**src/rtl/vga_bounce_box.sv**
```systemverilog
// Pixel generator behind the VGA timing controller: draws a solid box on a background
// colour and moves it once per frame, bouncing off the edges of the active area.
module vga_bounce_box #(
    parameter int          H_ACTIVE  = 640,
    parameter int          V_ACTIVE  = 480,
    parameter int          H_START   = 145,
    parameter int          V_START   = 36,
    parameter int          BOX_SIZE  = 32,
    parameter int          STEP      = 2,
    parameter int          X0        = 0,
    parameter int          Y0        = 0,
    parameter logic [11:0] BOX_COLOR = 12'hF00,
    parameter logic [11:0] BG_COLOR  = 12'h00F
) (
    input  logic        clock,
    input  logic        rst_n,
    input  logic        run,
    input  logic        vActive,
    input  logic        hSync,
    input  logic        vSync,
    input  logic [9:0]  hPixel,
    input  logic [9:0]  vLine,
    output logic [11:0] rgb,
    output logic        hSync_o,
    output logic        vSync_o,
    output logic        frame_tick,
    output logic        bounce,
    output logic [15:0] frame_cnt
);

    // state | meaning   (one direction FSM per axis)
    // INC   | position grows by STEP each tick until it reaches the far wall
    // DEC   | position shrinks by STEP each tick until it reaches zero
    typedef enum logic {INC, DEC} dir_t;

    localparam logic [10:0] MAX_X  = 11'(H_ACTIVE - BOX_SIZE);
    localparam logic [10:0] MAX_Y  = 11'(V_ACTIVE - BOX_SIZE);
    localparam logic [10:0] STEP_W = 11'(STEP);
    localparam logic [10:0] SIZE_W = 11'(BOX_SIZE);

    dir_t        dirX, dirY, nextDirX, nextDirY;
    logic [10:0] boxX, boxY, nextX, nextY;
    logic [10:0] pixX, pixY;
    logic        vsPrev, tick, hitX, hitY, inBox;

    assign tick = vSync & ~vsPrev;

    // Offsets wrap in 10 bits; only meaningful while vActive is high.
    assign pixX  = {1'b0, hPixel - 10'(H_START)};
    assign pixY  = {1'b0, vLine - 10'(V_START)};
    assign inBox = (pixX >= boxX) && (pixX < boxX + SIZE_W) &&
                   (pixY >= boxY) && (pixY < boxY + SIZE_W);

    always_comb begin
        nextX    = boxX;
        nextY    = boxY;
        nextDirX = dirX;
        nextDirY = dirY;
        hitX     = 1'b0;
        hitY     = 1'b0;
        if (tick && run) begin
            case (dirX)
                INC: if (boxX + STEP_W >= MAX_X) begin
                    nextX = MAX_X;  nextDirX = DEC;  hitX = 1'b1;
                end else begin
                    nextX = boxX + STEP_W;
                end
                DEC: if (boxX <= STEP_W) begin
                    nextX = 11'd0;  nextDirX = INC;  hitX = 1'b1;
                end else begin
                    nextX = boxX - STEP_W;
                end
                default: ;
            endcase
            case (dirY)
                INC: if (boxY + STEP_W >= MAX_Y) begin
                    nextY = MAX_Y;  nextDirY = DEC;  hitY = 1'b1;
                end else begin
                    nextY = boxY + STEP_W;
                end
                DEC: if (boxY <= STEP_W) begin
                    nextY = 11'd0;  nextDirY = INC;  hitY = 1'b1;
                end else begin
                    nextY = boxY - STEP_W;
                end
                default: ;
            endcase
        end
    end

    always_ff @(posedge clock) begin
        if (!rst_n) begin
            rgb        <= 12'h000;
            hSync_o    <= 1'b1;
            vSync_o    <= 1'b0;
            frame_tick <= 1'b0;
            bounce     <= 1'b0;
            frame_cnt  <= 16'd0;
            vsPrev     <= 1'b0;
            boxX       <= 11'(X0);
            boxY       <= 11'(Y0);
            dirX       <= INC;
            dirY       <= INC;
        end else begin
            rgb        <= !vActive ? 12'h000 : (inBox ? BOX_COLOR : BG_COLOR);
            hSync_o    <= hSync;
            vSync_o    <= vSync;
            vsPrev     <= vSync;
            frame_tick <= tick;
            bounce     <= hitX | hitY;
            if (tick)
                frame_cnt <= frame_cnt + 16'd1;
            // Position only moves on a tick, so a visible frame never tears.
            boxX       <= nextX;
            boxY       <= nextY;
            dirX       <= nextDirX;
            dirY       <= nextDirY;
        end
    end

endmodule

```
**config.mk**
```make
export PLATFORM = sky130hd
export DESIGN_NAME = vga_bounce_box
export DESIGN_NICKNAME = d
export VERILOG_FILES = /design/src/rtl/vga_bounce_box.sv
export SDC_FILE = /design/constraint.sdc
export NUM_CORES = 1
export LEC_CHECK = 0
export ABC_CLOCK_PERIOD_IN_PS = 3420
export CAP_MARGIN = 30
export CORE_MARGIN = 2
export CORE_UTILIZATION = 45
export DETAILED_ROUTE_END_ITERATION = 12
export PLACE_DENSITY = 0.78
export SLEW_MARGIN = 5
export SYNTH_ARGS = -nofsm -noshare
export SYNTH_HDL_FRONTEND = slang
export SYNTH_SLANG_ARGS = --single-unit
```
**constraint.sdc**
```tcl
create_clock -name clock -period 3.42 [get_ports clock]
set_input_delay 0.855 -clock clock [delete_from_list [all_inputs] [get_ports clock]]
set_output_delay 0.855 -clock clock [all_outputs]
set_load 0.02 [all_outputs]
```
### Word level (Yosys, flattened, before mapping)

Cells that the tools add are included.

| word-level totals | value |
|---|---|
| flip-flop bits (word level) | 56 |
| output and inout port bits | 32 |
| word-level logic and storage cells | 56 |

| cells by class | value |
|---|---|
| add/subtract/negate cells | 9 |
| order comparisons | 8 |
| mux-type cells | 19 |
| bitwise operators | 5 |
| reductions and logical operators | 5 |

Operators with widths:

| operator | number |
|---|---|
| $mux 11 | 4 |
| $pmux 11 s2 | 2 |
| $add 11x2->11 const B | 2 |
| $add 11x6->11 const B | 2 |
| $ge 10x11->1 | 2 |
| $le 11x2->1 const B | 2 |
| $lt 10x11->1 | 2 |
| $sub 11x2->11 const B | 2 |
| $add 16x1->16 const B | 1 |
| $mux 12 | 1 |
| $ge 11x10->1 const B | 1 |
| $ge 11x9->1 const B | 1 |
| $sub 10x6->10 const B | 1 |
| $sub 10x8->10 const B | 1 |
| $mux 1 | 8 |
| $pmux 1 s2 | 4 |
| $logic_and 1x1->1 | 4 |
| $not 1->1 | 3 |
| $reduce_and 2->1 | 1 |
| $and 1x1->1 | 1 |
| $or 1x1->1 | 1 |

### Depth between registers and ports, before layout

| logic depth | value |
|---|---|
| depth in word-level cells | 6 |
| gate-level depth with buffers | 13 |
| mapped depth without buffers | 13 |

### Worst setup path before layout

OpenSTA, ideal clock, no wires.

| path | value |
|---|---|
| path kind | input -> register |
| start | input hPixel[0] |
| end | register rgb[3] |
| library setup time | 0.114 ns |
| data arrival time | 2.795 ns |
| required time | 3.306 ns |
| path slack | 0.511 ns |
| cell stages on the path | 13 |
| buffers on the path | 0 |
| cell sequence | inv_1 ha_1 nand2_1 and2_1 nor2_1 xor2_1 ha_1 a21o_1 a2111oi_0 o31ai_1 o211ai_1 nand4_1 nor2b_1 |

| on the way | value |
|---|---|
| longest elaborated chain between the ends | 6 |

RTL lines:

| item | RTL line | RTL |
|---|---|---|
| start: declaration | 21 | `input logic [9:0] hPixel,` |
| $sub 10x8->10 (*) | 49 | `assign pixX = {1'b0, hPixel - 10'(H_START)};` |
| $ge 10x11->1 or $lt 10x11->1 (tied branches) | 51 | `assign inBox = (pixX >= boxX) && (pixX < boxX + SIZE_W) &&` |
| $logic_and 1x1->1 (*) (2 in a row) | 51 |  |
| $logic_and 1x1->1 (*) | 52 | `(pixY >= boxY) && (pixY < boxY + SIZE_W);` |
| $mux 12 (*) | 105 | `rgb <= !vActive ? 12'h000 : (inBox ? BOX_COLOR : BG_COLOR);` |
| end signal: assignment | 105 |  |
| end: declaration | 23 | `output logic [11:0] rgb,` |

Mark *: on every way between the ends. The rest lies on a longest branch, timed or not.
A chain may end at the register's enable or synchronous reset.

### Worst setup path in the final report

| path | value |
|---|---|
| start | input vLine[2] |
| end | register rgb[3] |

| on the way | value |
|---|---|
| longest elaborated chain between the ends | 5 |

RTL lines:

| item | RTL line | RTL |
|---|---|---|
| start: declaration | 22 | `input logic [9:0] vLine,` |
| $sub 10x6->10 (*) | 50 | `assign pixY = {1'b0, vLine - 10'(V_START)};` |
| $ge 10x11->1 | 52 |  |
| $logic_and 1x1->1 | 51 |  |
| $logic_and 1x1->1 (*) | 52 |  |
| $mux 12 (*) | 105 |  |

Marks and branches as above.

==> metrics.md <==
| Metric | Value |
|---|---|
| Via density | `5.789` |
| Sequential element share of the synthesized area | `22.59%` |
| Clk root buf | `clkbuf_8` |
| TritonCTS clock tree | `built` |
| CTS hold repair buffers | `0` |
| WL/cell | `14.11 um` |
| Dominant delay contributor by cell family on the critical path | `simple AND/OR/NAND/NOR gates` |
| Number of cells in the design after placement | `662` |
| Starting density of the core | `46.99%` |
| Wire length of the first global-routing pass | `15990 um` |
| Area of the multi-input gates | `between 2000 and 3000 sq um` |
| Maximum number of pins on one net before global-route repair | `32` |
| Sum of buffers and inverters on the critical path | `2` |
| Cell leakage power | `1.785 nW` |
| Count of cell types in the netlist | `65` |
| GRT Overall Usage | `19.37%` |
| Clock-pin slew on the worst setup and hold paths | `0.09 ns` |
| Gate Count Post-Synth | `507` |
| Peak VDD IR | `0.1537 mV` |
| Height of the die | `just under 100 um` |
| Routed Wire Length | `roughly 9500 um` |
| Area of the core region | `between 8000 and 9000 sq um` |
| Num Clock Sinks | `44` |
| Critical path's slowest cell | `or4_1` |
| Number of levels the H-tree was split into | `2` |
| Ports | `58` |
| Flip-flop cell with the highest count after synthesis | `dfxtp_1` |
| Number of routed nets with antenna violations | `0` |
| Via Count | `3890` |
| Most used standard cell by instance count after synthesis | `o21ai_0` |
| Die outline area | `9427 sq um` |
| Share of final-layout standard cells stronger than drive strength 1 | `8.466%` |
| Layout area overhead | `21.88%` |
| Number of enable flip-flop cells after synthesis | `0` |
| Portion of synthesized cell area occupied by the leading cell type | `22.59%` |
| GRT overflow | `0` |
| Total of buffers placed on input and output ports | `between 50 and 60` |
| Number of nets in the finished design | `approximately 640` |
| Initial DRT Pass Iterations | `5` |
| HPWL after detailed placement | `just over 7000 um` |
| Cell type with the largest total area after synthesis | `dfxtp_1` |
| Max_slew headroom | `58.22%` |
| FF/Latch Area | `880.8 sq um` |
| Count of final setup violators | `0` |
| Final max-slew violation count | `0` |
| Post-synth ARST share | `0%` |
| GPL Wtd Cong | `0.9007` |
| Area contributors post-synth | `dfxtp_1 (23%), ha_1 (14%), o21ai_0 (5.9%)` |
| DR iter-0 viols | `330` |
| Clock insertion delay at the later pin of the skew report | `0.30 ns` |
| Number of CTS-inserted buffers | `5` |
| Cell occurring most often along the worst timing path | `ha_1` |
| Crit path required time | `3.62 ns` |
| Maximum fanout along the worst path | `3` |
| Total Negative Setup Slacks | `0 ns` |
| Ant. Diodes | `0` |
| Horizontal die dimension | `97.10 um` |
| Crit Path Category | `in2reg` |
| Final instance count without filler cells | `between 600 and 700` |
| Fin crit share | `a little over nine tenths` |
| Number of hold violations in the final report | `0` |
| Average size of a mapped cell | `between 7 and 8 sq um` |
| Worst clock skew | `0.01048 ns` |
| Most frequent cells after synthesis | `o21ai_0 (46), dfxtp_1 (44), ha_1 (43)` |
| Antenna violations before repair | `0` |
| Critical path's largest stage delay | `roughly 0.46 ns` |
| Run status | `complete, no violations` |
| Time the final worst path needs with I/O delays and setup | `between 3 and 4 ns` |
| Total standard cell area after synthesis | `slightly below 4000 sq um` |
| Count of unresolved DRC violations after routing | `0` |
| Row cnt | `33` |
| Startpoint types | `primary input` |
| Max cap viols | `0` |
| Slew at the pin closest to its max-slew limit | `about 0.63 ns` |
| Filler cell count | `approximately 780` |
| Count of synthesis-stage warnings from yosys | `0` |
| Highest achievable clock rate | `~300 MHz` |
| Pwr dens | `287.5 nW/um^2` |
| CP endpoint kind | `register` |
| Vias in the first global route | `3536` |
| FF+latch count, synth | `44` |
| Worst Path Arrival | `~3.5 ns` |
| Type of the tightest min-delay check | `reg2reg` |
| Buffer depth of the longest clock path | `2` |
| Critical-path cell list | `clkdlybuf4s50_1, inv_1, ha_1, nand2b_1, a211oi_1, xor2_1, ha_1, or4_1, a21oi_1, o21ai_0, o32ai_1, nand4_1, nor2b_1` |
[area by class of cell]
class | count | area share (%)
Clock inverter | 3 | 0.9739
Tap cell | 105 | 2.764
Timing Repair Buffer | 81 | 15.53
Sequential cell | 44 | 18.53
Multi-Input combinational cell | 402 | 58.23
Clock buffer | 5 | 1.448
Inverter | 32 | 2.527
[flip-flops by register name (all words and copies together) (netlist names)]
| signal | count |
|---|---|
| bounce | 1 |
| rgb | 2 |
| boxX | 10 |
| vsPrev | 1 |
| hSync_o | 1 |
| dirY | 1 |
| dirX | 1 |
| frame_cnt | 16 |
| frame_tick | 1 |
| boxY | 10 |
[through the flow]
| stage | setup WS, ns | cell area, sq um | util (%) | hold slack [ns] | total power [mW] |
|---|---|---|---|---|---|
| floorplan | 0.5112 | 3911 | - | 0.4923 | 0.8068 |
| global placement | -0.1338 | 4599 | 55.42 | 0.4958 | 0.9236 |
| finish | 0.09025 | 4753 | 57.27 | 0.5368 | 1.367 |
| detailed placement | -0.2722 | 4599 | 55.42 | 0.5153 | 0.9418 |
| global route | -0.008029 | 4753 | 57.27 | 0.5933 | 1.451 |
| CTS | 0.01703 | 4715 | 56.81 | 0.5291 | 1.358 |
[final timing paths]
path / start / endpoint / slack (ns) / cells after the start
max reg2reg: boxY[5] / boxY[10] / 0.77 / 9
max: vLine[2] / rgb[3] / 0.09 / 13
min reg2reg: frame_cnt[12] / frame_cnt[12] / 0.54 / 2
min: frame_cnt[12] / frame_cnt[12] / 0.54 / 2
[layer usage]
metal	routed length, um	GRT usage [%]	share of wire (%)	vias to the layer above
met5	0	0	0	-
met3	485	2.518	5.1	11
met2	4367	31.52	46	132
met4	117	5.092	1.2	0
met1	4508	27.06	48	1808
li1	-	-	-	1939
[what timing repair did]
action | 4_1_cts | 5_1_grt
buffers inserted | 0 | 2
setup endpoints to repair | 0 | 2
resized for setup | 0 | 5
[worst register-to-register path, cell delays in order, from the launching register on]
cell and delay (ns):
dfxtp_1 0.42, inv_1 0.22, ha_1 0.21, or4b_1 0.49
o31ai_2 0.48, buf_4 0.27, a21oi_1 0.05, o21ai_0 0.16
o21ai_0 0.10, and2_1 0.17
[layout by cell type (no fill, tap or decap), types with 3 or more instances in the layout]
master	synthesis	final
a41o_1	3	3
nor3_1	14	14
dfxtp_1	44	44
and3_1	6	6
ha_1	43	43
a21oi_1	19	19
inv_1	31	31
nor4_1	5	5
nand2_1	38	38
a31oi_1	7	7
nor2b_1	4	4
or4_1	3	3
conb_1	1	4
o21a_1	6	6
and2_1	17	16
nor2_1	31	30
o2bb2ai_1	5	5
buf_4	11	29
or3_1	9	9
nand3_1	27	27
o31ai_1	4	4
clkbuf_8	0	5
o21ai_0	46	46
o211ai_1	4	4
xor2_1	18	18
a21boi_0	6	6
xnor2_1	23	23
nand4_1	11	11
nand2b_1	3	3
o22ai_1	3	3
clkdlybuf4s50_1	0	52
a211oi_1	5	5
[cells by family (layout without fill, tap and decap cells)]
| group | count (synthesis) | after routing | share of synthesized area [%] |
|---|---|---|---|
| AOI/OAI and AO/OA | 135 | 135 | 23.23 |
| xor gates and xnor gates | 41 | 41 | 9.207 |
| adders and majority gates | 43 | 43 | 13.80 |
| buffers and inverters | 64 | 121 | 7.347 |
| DFF | 44 | 44 | 22.59 |
| muxes | 1 | 1 | 0.2567 |
| other | 1 | 4 | 0.09615 |
| and+or+nand+nor | 178 | 178 | 23.48 |
[power by group]
group	leakage [nW]	internal [mW]	switching, mW
combinational	1.37	0.192	0.210
clock	0.0548	0.220	0.196
sequential	0.357	0.526	0.0220
total	1.79	0.939	0.428
Power figures use the tool's default switching activity.
